File: src/rtl/commit_trace_pkg.sv
// Shared widths, per-lane commit record and lane priority helper for the commit trace path.
package commit_trace_pkg;

   localparam int unsigned PC_W       = 40;
   localparam int unsigned INST_W     = 32;
   localparam int unsigned XLEN       = 64;
   localparam int unsigned LREG_W     = 5;
   localparam int unsigned RTYPE_W    = 3;
   localparam int unsigned LANE_IDX_W = 3;
   localparam int unsigned MAX_LANES  = 1 << LANE_IDX_W;

   typedef struct packed {
      logic [LREG_W-1:0]  ldst;
      logic [RTYPE_W-1:0] dst_rtype;
      logic [PC_W-1:0]    pc;
      logic [INST_W-1:0]  inst;
      logic [XLEN-1:0]    wdata;
   } commit_lane_t;

   function automatic logic [LANE_IDX_W-1:0] lowest_set_bit(input logic [MAX_LANES-1:0] mask);
      logic [LANE_IDX_W-1:0] idx;
      idx = '0;
      for (int i = MAX_LANES - 1; i >= 0; i--) begin
         if (mask[i]) idx = LANE_IDX_W'(i);
      end
      return idx;
   endfunction

endpackage

File: src/rtl/commit_trace_fifo.sv
// Synchronous DEPTH-entry FIFO; a push into a full FIFO is taken when a pop happens the same cycle.
module commit_trace_fifo #(
   parameter int unsigned WIDTH = 8,
   parameter int unsigned DEPTH = 4,
   localparam int unsigned CNT_W = $clog2(DEPTH + 1)
) (
   input  logic             clock,
   input  logic             reset,
   input  logic             push,
   input  logic [WIDTH-1:0] push_data,
   input  logic             pop,
   output logic             full,
   output logic             empty,
   output logic [CNT_W-1:0] count,
   output logic [WIDTH-1:0] head_data
);

   localparam int unsigned PTR_W = $clog2(DEPTH);

   logic [WIDTH-1:0] mem [DEPTH];
   logic [PTR_W-1:0] rd_ptr;
   logic [PTR_W-1:0] wr_ptr;
   logic             do_push;
   logic             do_pop;

   assign empty     = (count == '0);
   assign full      = (count == CNT_W'(DEPTH));
   assign do_pop    = pop & ~empty;
   assign do_push   = push & (~full | do_pop);
   assign head_data = mem[rd_ptr];

   always_ff @(posedge clock) begin
      if (reset) begin
         rd_ptr <= '0;
         wr_ptr <= '0;
         count  <= '0;
      end else begin
         if (do_push) begin
            mem[wr_ptr] <= push_data;
            wr_ptr      <= wr_ptr + PTR_W'(1);
         end
         if (do_pop) rd_ptr <= rd_ptr + PTR_W'(1);
         if (do_push && !do_pop) begin
            count <= count + CNT_W'(1);
         end else if (!do_push && do_pop) begin
            count <= count - CNT_W'(1);
         end
      end
   end

endmodule

File: src/rtl/commit_trace_serializer.sv
// Buffers multi-lane ROB commit bundles and replays them one retired uop per handshake,
// in lane order, tagged with a running retire sequence number.
module commit_trace_serializer
   import commit_trace_pkg::*;
#(
   parameter int unsigned RETIRE_WIDTH = 6,
   parameter int unsigned DEPTH        = 4
) (
   input  logic                              clock,
   input  logic                              reset,
   input  logic [7:0]                        hartid,
   input  logic [RETIRE_WIDTH-1:0]           commit_arch_valids,
   input  logic [LREG_W*RETIRE_WIDTH-1:0]    commit_ldst,
   input  logic [RTYPE_W*RETIRE_WIDTH-1:0]   commit_dst_rtype,
   input  logic [PC_W*RETIRE_WIDTH-1:0]      commit_debug_pc,
   input  logic [INST_W*RETIRE_WIDTH-1:0]    commit_debug_inst,
   input  logic [XLEN*RETIRE_WIDTH-1:0]      commit_debug_wdata,
   output logic                              out_valid,
   input  logic                              out_ready,
   output logic [7:0]                        out_hartid,
   output logic [PC_W-1:0]                   out_pc,
   output logic [INST_W-1:0]                 out_inst,
   output logic [LREG_W-1:0]                 out_ldst,
   output logic [RTYPE_W-1:0]                out_dst_rtype,
   output logic [XLEN-1:0]                   out_wdata,
   output logic [LANE_IDX_W-1:0]             out_lane,
   output logic [31:0]                       out_seq,
   output logic                              overflow,
   output logic [15:0]                       drop_count
);

   typedef struct packed {
      logic [RETIRE_WIDTH-1:0]              mask;
      commit_lane_t [RETIRE_WIDTH-1:0]      lanes;
   } bundle_t;

   localparam int unsigned BUNDLE_W = $bits(bundle_t);
   localparam int unsigned CNT_W    = $clog2(DEPTH + 1);

   bundle_t                 push_bundle;
   bundle_t                 head_bundle;
   logic                    fifo_full;
   logic                    fifo_empty;
   logic [CNT_W-1:0]        fifo_count;
   logic                    commit_push;
   logic                    push_accepted;
   logic                    fire;
   logic                    last_lane;
   logic                    pop;
   logic [RETIRE_WIDTH-1:0] done_q;
   logic [RETIRE_WIDTH-1:0] rem_mask;
   logic [RETIRE_WIDTH-1:0] sel_onehot;
   logic [LANE_IDX_W-1:0]   sel_lane;
   commit_lane_t            sel_data;

   always_comb begin
      push_bundle      = '0;
      push_bundle.mask = commit_arch_valids;
      for (int i = 0; i < RETIRE_WIDTH; i++) begin
         push_bundle.lanes[i].ldst      = commit_ldst[LREG_W*i +: LREG_W];
         push_bundle.lanes[i].dst_rtype = commit_dst_rtype[RTYPE_W*i +: RTYPE_W];
         push_bundle.lanes[i].pc        = commit_debug_pc[PC_W*i +: PC_W];
         push_bundle.lanes[i].inst      = commit_debug_inst[INST_W*i +: INST_W];
         push_bundle.lanes[i].wdata     = commit_debug_wdata[XLEN*i +: XLEN];
      end
   end

   commit_trace_fifo #(
      .WIDTH (BUNDLE_W),
      .DEPTH (DEPTH)
   ) u_fifo (
      .clock     (clock),
      .reset     (reset),
      .push      (commit_push),
      .push_data (push_bundle),
      .pop       (pop),
      .full      (fifo_full),
      .empty     (fifo_empty),
      .count     (fifo_count),
      .head_data (head_bundle)
   );

   // rem_mask tracks the head bundle's unsent lanes as its stored mask minus lanes already emitted,
   // so a bundle reaching head (including a same-cycle bypass) needs no separate load.
   assign rem_mask   = head_bundle.mask & ~done_q;
   assign sel_lane   = lowest_set_bit(MAX_LANES'(rem_mask));
   assign sel_onehot = RETIRE_WIDTH'(1) << sel_lane;

   assign out_valid     = ~fifo_empty;
   assign fire          = out_valid & out_ready;
   assign last_lane     = ((rem_mask & ~sel_onehot) == '0);
   assign pop           = fire & last_lane;
   assign commit_push   = |commit_arch_valids;
   assign push_accepted = commit_push & (~fifo_full | pop);

   always_comb begin
      sel_data = '0;
      for (int i = 0; i < RETIRE_WIDTH; i++) begin
         if (sel_lane == LANE_IDX_W'(i)) sel_data = head_bundle.lanes[i];
      end
   end

   // Data outputs read as zero whenever nothing is presented.
   assign out_pc        = out_valid ? sel_data.pc        : '0;
   assign out_inst      = out_valid ? sel_data.inst      : '0;
   assign out_ldst      = out_valid ? sel_data.ldst      : '0;
   assign out_dst_rtype = out_valid ? sel_data.dst_rtype : '0;
   assign out_wdata     = out_valid ? sel_data.wdata     : '0;
   assign out_lane      = out_valid ? sel_lane           : '0;

   always_ff @(posedge clock) begin
      if (reset) begin
         done_q     <= '0;
         out_seq    <= '0;
         overflow   <= 1'b0;
         drop_count <= '0;
         out_hartid <= '0;
      end else begin
         out_hartid <= hartid;
         if (fire) begin
            out_seq <= out_seq + 32'd1;
            done_q  <= last_lane ? '0 : (done_q | sel_onehot);
         end
         if (commit_push && !push_accepted) begin
            overflow <= 1'b1;
            if (drop_count != 16'hFFFF) drop_count <= drop_count + 16'd1;
         end
      end
   end

   always_ff @(posedge clock) begin
      if (!reset) assert (fifo_count <= CNT_W'(DEPTH));
   end

endmodule

File: config.mk
export PLATFORM = sky130hd
export DESIGN_NAME = commit_trace_serializer
export DESIGN_NICKNAME = d
export VERILOG_FILES = /design/src/rtl/commit_trace_pkg.sv /design/src/rtl/commit_trace_fifo.sv /design/src/rtl/commit_trace_serializer.sv
export SDC_FILE = /design/constraint.sdc
export NUM_CORES = 2
export LEC_CHECK = 0
export CORE_ASPECT_RATIO = 2
export CORE_MARGIN = 3
export CORE_UTILIZATION = 50
export CTS_BUF_LIST = sky130_fd_sc_hd__clkbuf_8
export CTS_CLUSTER_DIAMETER = 150
export DETAILED_ROUTE_END_ITERATION = 7
export PLACE_DENSITY = 0.7
export SYNTH_ARGS = -nofsm -noshare
export SYNTH_HDL_FRONTEND = slang
export SYNTH_SLANG_ARGS = --single-unit
File: constraint.sdc
create_clock -name clock -period 74.8 [get_ports clock]
set_input_delay 18.7 -clock clock [delete_from_list [all_inputs] [get_ports clock]]
set_output_delay 18.7 -clock clock [all_outputs]
set_load 0.1 [all_outputs]
==> impl_metrics.yaml <==
outcome:
  status: "completed"
setup_path:
  reg2reg_depth: 13
  r2r-end: "u_fifo.mem[2][790]"
  cp_slowest_cell: "dfxtp_4"
  crit_arrival_ns: 8.70
  required_ns: 56.10
  crit_fanout: 97
  slowest_delay_ns: 1.00
  crit_chain: "buf_4, buf_4, buf_4, buf_12, buf_4, mux4_2, a221oi_1, o22ai_1, o211a_1, clkdlybuf4s50_1"
  crit_end: "out_inst[25]"
  rrSetupSlack_ns: 65.52
  critical_path_class: "register to output port"
  worstSetupStartpointType: "register"
  worst_setup_path_end_kind: "output port"
  cpMostUsedCell: "buf_4"
sta:
  tightest_slew_ns: 1.214
  slew_viol_final: 0
  period_needed_ns: 27.40
  fin_worst_skew_ns: 0.08951
  fin_crit_sh_pct: 36.63
  max_freq_ghz: 0.03649
  hold_violations: 0
  finalSetupTns_ns: 0
  setup_viol_count_final: 0
  rsz0062_at_grt: "no"
  slew-limit-headroom_pct: 18.43
yosys:
  synth_top_area_cell: "edfxtp_1"
  synth.top_cells.by_count: "edfxtp_1, mux4_2, a21oi_1"
  syn_inst: 5965
  syn_area_um2: 134700
  synthTopCellsByArea: "edfxtp_1, mux4_2, a21oi_1, dfxtp_1, o211a_1"
  yosysSeqAreaShare_pct: 78.63
  yosysMostFrequentCell: "edfxtp_1"
  synth-edff-count: 3480
  ys_types: 55
  synth_ff_type: "edfxtp_1"
  yosysWarningCount: 0
  syn-mean-instance-area_um2: 22.59
  syn-num-nets: 6854
  yosysTopAreaCellShare_pct: 77.56
  synth-seq-cells: 3552
  async_flop_share_pct: 0
placed_design:
  placement.cell_area_um2: 149600
  hpwlAfterDp_mm: 227.2
  globalplace.congestion: 0.8115
  portBuffers: 1085
  place_inst: 10310
clock_network:
  post_cts_resized: 0
  path_clk_slew_ns: 0.07
  cts_buffer_depth: 4
  post_cts_buffers: 0
  cts_sinks: 3552
  htree_levels: 5
  cts_tree: "yes"
  cts_made_buffers: 467
  ctsHoldBuffers: 0
  clk_latency_ns: 1.10
  cts_root_buf: "clkbuf_8"
die:
  rows: 269
  core_area_um2: 268200
  initial_core_util_pct: 50.23
  io_pins: 1086
  die-area_um2: 276100
  die_h_um: 740.1
  fp.dieW_um: 373.1
global_routing:
  overflow: 0
  grt_pass1_wl_mm: 522.6
  grt_max_degree: 145
  grt_pass1_vias: 71470
  grt_usage_pct: 26.31
  antenna_found_initial: 239
pwr:
  irDropWorstVdd_mv: 0.03746
  comb_power_share_pct: 27.4
  clockPowerShare_pct: 25.4
  power_switching_uw: 1831
  p_leak_uw: 0.04964
  p_int_uw: 3574
  p_sw_share_pct: 33.87
  pwr-share-seq_pct: 47.1
  powerDensity_nw_per_um2: 34.07
finish:
  stdcell_area_um2: 158600
  final_util_pct: 59.13
  area_growth_pct: 17.72
  fin_nets: 8143
  drive_gt1_share_pct: 20.97
  fin_cells: 11260
detailed_routing:
  avgRoutedWirePerCell_um: 32.54
  drt-total-wl_mm: 366.2
  dr.pass1.iters: 7
  drtIter0Drc: 7491
  vias: 69460
  route.detailed.drc: 0
  routed_via_density: 6.171
  ant_nets: 0
worst_hold_path:
  holdCritPathClass: "register to register"
  hold_path_startpoint: "overflow"
flow_run:
  cap_violations: 0
[kinds of logic (layout without fill, tap and decap cells)]
family	after synthesis	in the layout	share of synthesized area, %
XOR/XNOR	32	32	0.2080
buffers and inverters	390	2055	1.212
flip-flops	3552	3552	78.63
AO/OA/AOI/OAI	914	914	4.529
multiplexers	876	876	14.59
other	0	102	0
adder cells (fa/ha/maj)	9	9	0.08821
AND/OR/NAND/NOR	192	192	0.7457
[placed cells by master, fill, tap and decap left out, drive strengths merged, types with 7 or more instances in the layout]
| cell | n |
|---|---|
| clkinv | 175 |
| bufinv | 19 |
| nor2 | 55 |
| ha | 7 |
| a221oi | 144 |
| clkdlybuf4s50 | 1079 |
| clkinvlp | 13 |
| o31ai | 10 |
| xnor2 | 11 |
| nand3 | 17 |
| diode | 102 |
| a21oi | 449 |
| nor2b | 15 |
| nand2 | 30 |
| o22ai | 142 |
| edfxtp | 3480 |
| nand2b | 7 |
| xor2 | 21 |
| o211a | 143 |
| clkbuf | 478 |
| nand4 | 10 |
| or4 | 8 |
| and3 | 14 |
| dfxtp | 72 |
| o21ai | 11 |
| buf | 120 |
| or3 | 7 |
| inv | 171 |
| mux4 | 870 |
| nor3 | 11 |
[per-layer routing]
metal	routed length (um)	share of wire, %	vias to the layer above	track usage (%)
met5	1564	0.43	-	0
met4	9187	2.5	224	6.734
met3	44790	12	746	10.97
met2	180100	49	3563	42.61
met1	130600	36	36420	33.03
li1	-	-	28500	-
[worst min path at each step]
stage | cells past startpoint | slack [ns] | to
global route | 2 | 0.48 | overflow
detailed placement | 2 | 0.45 | overflow
CTS | 2 | 0.45 | overflow
global placement | 2 | 0.44 | overflow
finish | 2 | 0.45 | overflow
floorplan | 1 | 0.43 | done_q[3]
[power groups by stage]
stage	sequential (uW)	clock (uW)	combinational (uW)
after floorplan	2880	0	956
after global placement	2570	0	1490
after detailed placement	2590	0	1490
after CTS	2550	1400	1500
after global routing	2560	1480	1540
final	2550	1370	1480
[registers in the layout, indices dropped and copies added, names as in the netlist, named ones only]
name / count
drop_count: 16
done_q: 6
u_fifo.count: 3
out_seq: 32
u_fifo.mem: 3480
u_fifo.wr_ptr: 2
u_fifo.rd_ptr: 2
out_hartid: 8
overflow: 1
[worst max-delay path, delay by kind of cell (launching register included)]
kind / cells / cell delay (ns)
AO/OA/AOI/OAI: 3 / 0.89
multiplexers: 1 / 0.60
flip-flops: 1 / 1.00
buffers and inverters: 6 / 4.82
[cell type report]
| class | instances | area, um^2 |
|---|---|---|
| Tap cell | 3523 | 4408 |
| Clock buffer | 478 | 6579 |
| Clock inverter | 367 | 2185 |
| Sequential cell | 3552 | 105900 |
| Inverter | 11 | 48.80 |
| Multi-Input combinational cell | 2023 | 27260 |
| Timing Repair Buffer | 1199 | 11940 |
| Fill cell | 18900 | 109600 |
| Antenna cell | 102 | 255.2 |
[stage by stage]
stage               hold slack [ns]  total power, uW  setup slack [ns]
finish                       0.4536             5405             47.40
detailed placement           0.4461             4082             48.16
global placement             0.4391             4058             48.15
CTS                          0.4547             5450             46.96
floorplan                    0.4317             3835             34.32
global route                 0.4771             5590             46.44
Power figures use the tool's default switching activity.
